`src/rtl/conv_mac_sequencer.sv`:
```
// Sequencer for the convolution MAC: owns the circular x-memory write pointer and issues F_SIZE tap reads per output.
// Latency: COMPUTE entry to conv_start is F_SIZE+MAC_LAT cycles; waits in READY for out_accept and in WAIT_X for a fresh sample.
module conv_mac_sequencer #(
  parameter int X_MEM_ADDR_WIDTH = 5,
  parameter int X_SIZE           = 128,
  parameter int F_SIZE           = 32,
  parameter int MAC_LAT          = 1
) (
  input  logic                        clk,
  input  logic                        reset,
  input  logic                        xmem_wr_en,
  input  logic                        xmem_full,
  input  logic                        f_loaded,
  input  logic                        out_accept,
  input  logic                        conv_done,
  output logic [X_MEM_ADDR_WIDTH-1:0] xmem_wr_addr,
  output logic [X_MEM_ADDR_WIDTH-1:0] xmem_rd_addr,
  output logic [X_MEM_ADDR_WIDTH-1:0] fmem_rd_addr,
  output logic                        rd_en,
  output logic                        mac_en,
  output logic                        acc_clear,
  output logic                        conv_start,
  output logic [$clog2(X_SIZE)-1:0]   y_idx,
  output logic                        seq_err
);

  localparam int AW = X_MEM_ADDR_WIDTH;
  localparam int YW = $clog2(X_SIZE);
  localparam int DW = (MAC_LAT > 1) ? $clog2(MAC_LAT) : 1;
  localparam logic [AW-1:0] LAST_TAP   = AW'(F_SIZE - 1);
  localparam logic [DW-1:0] LAST_DRAIN = DW'(MAC_LAT - 1);

  typedef enum logic [2:0] {IDLE, COMPUTE, DRAIN, READY, WAIT_X} state_t;

  state_t          state, state_nxt;
  logic [AW-1:0]   tap_cnt, tap_nxt;
  logic [DW-1:0]   drain_cnt, drain_nxt;
  logic [AW-1:0]   wr_addr_nxt, rd_addr_nxt;
  logic [YW-1:0]   y_idx_nxt;
  logic            err;

  always_comb begin
    state_nxt   = state;
    tap_nxt     = tap_cnt;
    drain_nxt   = '0;
    rd_addr_nxt = xmem_rd_addr;
    y_idx_nxt   = y_idx;
    wr_addr_nxt = xmem_wr_en ? xmem_wr_addr + AW'(1) : xmem_wr_addr;

    case (state)
      IDLE: begin
        if (xmem_full && f_loaded) state_nxt = COMPUTE;
      end
      COMPUTE: begin
        if (tap_cnt == LAST_TAP) begin
          state_nxt = DRAIN;
        end else begin
          tap_nxt     = tap_cnt + AW'(1);
          rd_addr_nxt = xmem_rd_addr + AW'(1);
        end
      end
      DRAIN: begin
        if (drain_cnt == LAST_DRAIN) state_nxt = READY;
        else                         drain_nxt = drain_cnt + DW'(1);
      end
      READY: begin
        if (out_accept) begin
          y_idx_nxt = y_idx + YW'(1);
          state_nxt = xmem_wr_en ? COMPUTE : WAIT_X;
        end
      end
      WAIT_X: begin
        if (xmem_wr_en) state_nxt = COMPUTE;
      end
      default: state_nxt = IDLE;
    endcase

    // Base for a new sum is the write pointer after this cycle's write, i.e. the oldest sample.
    if (state != COMPUTE && state_nxt == COMPUTE) begin
      tap_nxt     = '0;
      rd_addr_nxt = wr_addr_nxt;
    end

    if (conv_done) begin
      state_nxt   = IDLE;
      wr_addr_nxt = '0;
      y_idx_nxt   = '0;
    end

    err = (xmem_wr_en && (state == COMPUTE || state == DRAIN)) ||
          (out_accept && state != READY) ||
          (!f_loaded && state == COMPUTE);
  end

  always_ff @(posedge clk) begin
    if (reset) begin
      state        <= IDLE;
      tap_cnt      <= '0;
      drain_cnt    <= '0;
      xmem_wr_addr <= '0;
      xmem_rd_addr <= '0;
      fmem_rd_addr <= '0;
      rd_en        <= 1'b0;
      mac_en       <= 1'b0;
      acc_clear    <= 1'b0;
      conv_start   <= 1'b0;
      y_idx        <= '0;
      seq_err      <= 1'b0;
    end else begin
      state        <= state_nxt;
      tap_cnt      <= tap_nxt;
      drain_cnt    <= drain_nxt;
      xmem_wr_addr <= wr_addr_nxt;
      xmem_rd_addr <= rd_addr_nxt;
      fmem_rd_addr <= tap_nxt;
      rd_en        <= (state_nxt == COMPUTE);
      // Memory read latency is one cycle, so the MAC follows the read strobe by one.
      mac_en       <= rd_en;
      acc_clear    <= rd_en && (fmem_rd_addr == '0);
      conv_start   <= (state_nxt == READY);
      y_idx        <= y_idx_nxt;
      seq_err      <= seq_err | err;
    end
  end

endmodule

```
`config.mk`:
```
export PLATFORM = sky130hd
export DESIGN_NAME = conv_mac_sequencer
export DESIGN_NICKNAME = d
export VERILOG_FILES = /design/src/rtl/conv_mac_sequencer.sv
export SDC_FILE = /design/constraint.sdc
export NUM_CORES = 1
export LEC_CHECK = 0
export ABC_CLOCK_PERIOD_IN_PS = 4600
export BUFFER_PORTS_ARGS = -buffer_cell sky130_fd_sc_hd__buf_2
export CORE_MARGIN = 2
export CORE_UTILIZATION = 56
export CTS_CLUSTER_DIAMETER = 60
export DETAILED_ROUTE_END_ITERATION = 6
export GPL_ROUTABILITY_DRIVEN = 0
export HOLD_SLACK_MARGIN = 0.15
export PLACE_DENSITY_LB_ADDON = 0.15
export SYNTH_ARGS = -nofsm -noshare
export SYNTH_HDL_FRONTEND = slang
export SYNTH_SLANG_ARGS = --single-unit
```
`constraint.sdc`:
```
create_clock -name clk -period 4.6 [get_ports clk]
set_input_delay 0.46 -clock clk [delete_from_list [all_inputs] [get_ports clk]]
set_output_delay 0.46 -clock clk [all_outputs]
set_load 0.03 [all_outputs]
```
==> Implementation_results.wiki <==
{| class="wikitable"
! Metric !! Value
|-
| Gate count of the mapped netlist || 158
|-
| Global-route usage over all layers || 0.211
|-
| Most instantiated library cell after synthesis || dfxtp_1
|-
| Number of non-filler instances in the completed layout || 219
|-
| Clk sink count || 31
|-
| Buffers inserted by post-CTS timing repair || 0
|-
| Final Hold Vio Count || 0
|-
| Peak supply drop || 0.227 mV
|-
| Worst path arrival time || 2.94 ns
|-
| Remaining antenna violation count || 0
|-
| Post-synth EDFFs || 0
|-
| Effective utilization at floorplan || 0.590
|-
| Main area contributors after synthesis || dfxtp_1 (43%), ha_1 (5.2%), nor2_1 (4.9%)
|-
| Run status || complete, no violations
|-
| Worst R2R Path Depth || 8
|-
| Number of placement rows || 18
|-
| Post-DR wirelength/cell || 13.0 um
|-
| Setup repair after global routing missed its margin || false
|-
| Worst hold path cell count || 2
|-
| Power density over cell area || 288 nW/um2
|-
| Final Util || 0.676
|-
| Number of vias per cell after detailed routing || 5.53
|-
| H-tree level count || 2
|-
| Initial DRC Count || 27
|-
| DP Cell Count || 212
|-
| Final HPWL from detailed placement || 2050 um
|-
| Share of final-layout standard cells stronger than drive strength 1 || 0.254
|-
| Worst min-delay path category || in2reg
|-
| Leak Pwr || 0.720 nW
|-
| Synth Cell Area || 1450 um2
|-
| Period minus WS final || 2.67 ns
|-
| Worst setup startpoint || tap_cnt[0]$_SDFFE_PP0P_
|-
| 1st-pass router iterations || 4
|-
| Area of the core || 2450 um2
|-
| Slew at the pin closest to its max-slew limit || 1.26 ns
|-
| Drc violations || 0
|-
| Max_cap viols || 0
|-
| Number of warning messages in the yosys log || 0
|-
| Endpoint kind of the worst setup timing path || flop
|-
| Number of setup violations in the final report || 0
|-
| Share of the synthesized area in the top cell type || 0.429
|-
| Max Transition Viols Final || 0
|-
| Nets@finish || 202
|-
| Post-synthesis to final-layout area growth || 14.7%
|-
| Mean Syn Cell Area || 9.16 um2
|-
| Root Driver || clkbuf_4
|-
| Grt ovf || 0
|-
| Hold worst-path end || xmem_rd_addr[0]$_SDFFE_PP0P_
|-
| Startpoint of the most critical hold path || reset
|-
| Post-CTS Resized || 0
|-
| Hold_buf cts || 0
|-
| Clock buffer count from CTS || 5
|-
| Period Utilization, post-route || 0.581
|-
| Worst path cell trace || ha_1, and3_1, ha_1, nand2b_1, nor3_1, nand4_1, xor2_1, nor2_1
|-
| Ys async rst share || 0
|-
| Full die area || 3010 um2
|-
| Via count of the first global-routing pass || 1,001
|-
| Largest fanout on the critical path || 11
|-
| RR Startpoint || tap_cnt[0]$_SDFFE_PP0P_
|-
| Destination of the worst register-to-register timing path || tap_cnt[3]$_SDFFE_PP0P_
|-
| F_max || 374 MHz
|-
| Global-route wire length before repair || 4420 um
|-
| Type of the worst setup path || reg2reg
|-
| Cell mode on critical path || ha_1
|-
| Slack of the critical path || 1.93 ns
|-
| Post-Place Worst Slack || 2.02 ns
|-
| Floorplan die height || 54.8 um
|-
| Crit-path leading delay family || simple AND/OR/NAND/NOR gates
|-
| Synth Flop Type || dfxtp_1
|-
| Kind of start point of the critical path || flop
|-
| Clock-pin slew of the registers on the worst-case setup and hold paths || 0.10 ns
|-
| Final wirelength || 2840 um
|-
| Cell with the largest stage delay on the worst path || nor3_1
|-
| Buffers & Inverters on Critical Path || 0
|-
| Synth area leader || dfxtp_1
|-
| Ranking of synthesized cells by instance count || dfxtp_1 (31), nor2_1 (19), a21oi_1 (8), xor2_1 (8)
|-
| I/O Buffers || 33
|-
| Total number of vias || 1,211
|-
| Worst-Skew Late Latency || 0.33 ns
|-
| Flop and latch count out of synthesis || 31
|-
| Critical Path Max Stage Delay || 0.97 ns
|-
| Pin count of the biggest net entering global routing || 17
|-
| Worst slew margin relative to its limit || 0.151
|-
| Sum of negative setup slack || 0 ns
|-
| Maximum clock skew at final layout || 0.0121 ns
|-
| Net Count, Synth || 171
|-
| Die X-Extent || 54.8 um
|-
| Top Ports || 34
|-
| Maximum count of clock buffers along a single path || 2
|-
| Count of unique library cells instantiated by Yosys || 39
|-
| Setup slack of the worst register-to-register path || 1.93 ns
|-
| Antenna fix cells || 0
|-
| CP required || 4.87 ns
|-
| Seq/Total Area, Yosys || 0.429
|-
| CTS tree || done
|-
| Number of antenna violations at the first check in global routing || 0
|}
[cells in the final DEF, fill, tap and decap left out, types with 2 or more instances in the layout]
master    instances
a21oi_1           8
a22oi_1           2
a31oi_1           3
and3_1            2
and4b_1           2
buf_2            33
clkbuf_4          5
dfxtp_1          31
ha_1              6
inv_1             3
mux2i_1           3
nand2_1           7
nand2b_1          4
nand3_1           2
nand3b_1          3
nand4_1           6
nor2_1           19
nor2b_1           4
nor3_1            5
o21ai_0           7
or3_1             2
xnor2_1           7
xor2_1            8
[metal layers]
layer | share of wire | GRT usage
met4 | 0.014 | 0.0792
met3 | 0.044 | 0.0738
met5 | 0 | 0
met1 | 0.47 | 0.272
met2 | 0.47 | 0.321
[power breakdown]
part | internal, mW | switching (mW)
Combinational | 0.0145 | 0.0262
Clock | 0.0707 | 0.0896
Sequential | 0.273 | 0.00433
Total | 0.358 | 0.120
[registers in the layout (all words and copies together) (netlist names)]
register,flops
acc_clear,1
tap_cnt,5
conv_start,1
xmem_wr_addr,5
xmem_rd_addr,5
seq_err,1
state,3
rd_en,1
mac_en,1
y_idx,7
drain_cnt,1
[worst max-delay path by stage]
stage	end	slack [ns]	depth (start not counted)
2_1_floorplan	xmem_rd_addr[4]$_SDFFE_PP0P_	2.52	8
3_3_place_gp	tap_cnt[3]$_SDFFE_PP0P_	2.08	8
3_5_place_dp	tap_cnt[3]$_SDFFE_PP0P_	2.02	8
4_1_cts	tap_cnt[3]$_SDFFE_PP0P_	1.98	8
5_1_grt	tap_cnt[3]$_SDFFE_PP0P_	1.65	8
6_report	tap_cnt[3]$_SDFFE_PP0P_	1.93	8
[cells by family (layout without fill, tap and decap cells)]
family / count (synthesis) / in the layout / share of synthesized area
and+or+nand+nor: 64 / 64 / 0.245
DFF: 31 / 31 / 0.429
AOI/OAI and AO/OA: 26 / 26 / 0.121
xor gates and xnor gates: 15 / 15 / 0.0908
buffers and inverters: 12 / 43 / 0.0398
adders and majority gates: 6 / 6 / 0.0519
muxes: 3 / 3 / 0.0207
other: 1 / 1 / 0.00259
[final cells by class]
class                           instances  area, um2
Fill cell                             218        795
Timing Repair Buffer                   33        165
Sequential cell                        31        621
Clock buffer                            6       51.3
Multi-Input combinational cell        115        769
Clock inverter                          1       5.00
Inverter                                3       11.3
Tap cell                               30       37.5
[per-stage QoR]
step / total power [mW] / cell area (um2) / hold slack [ns]
CTS: 0.481 / 1660 / 0.409
floorplan: 0.313 / 1450 / 0.571
finish: 0.478 / 1660 / 0.419
global route: 0.500 / 1660 / 0.422
detailed placement: 0.323 / 1600 / 0.437
global placement: 0.322 / 1600 / 0.433
Power figures use the tool's default switching activity.
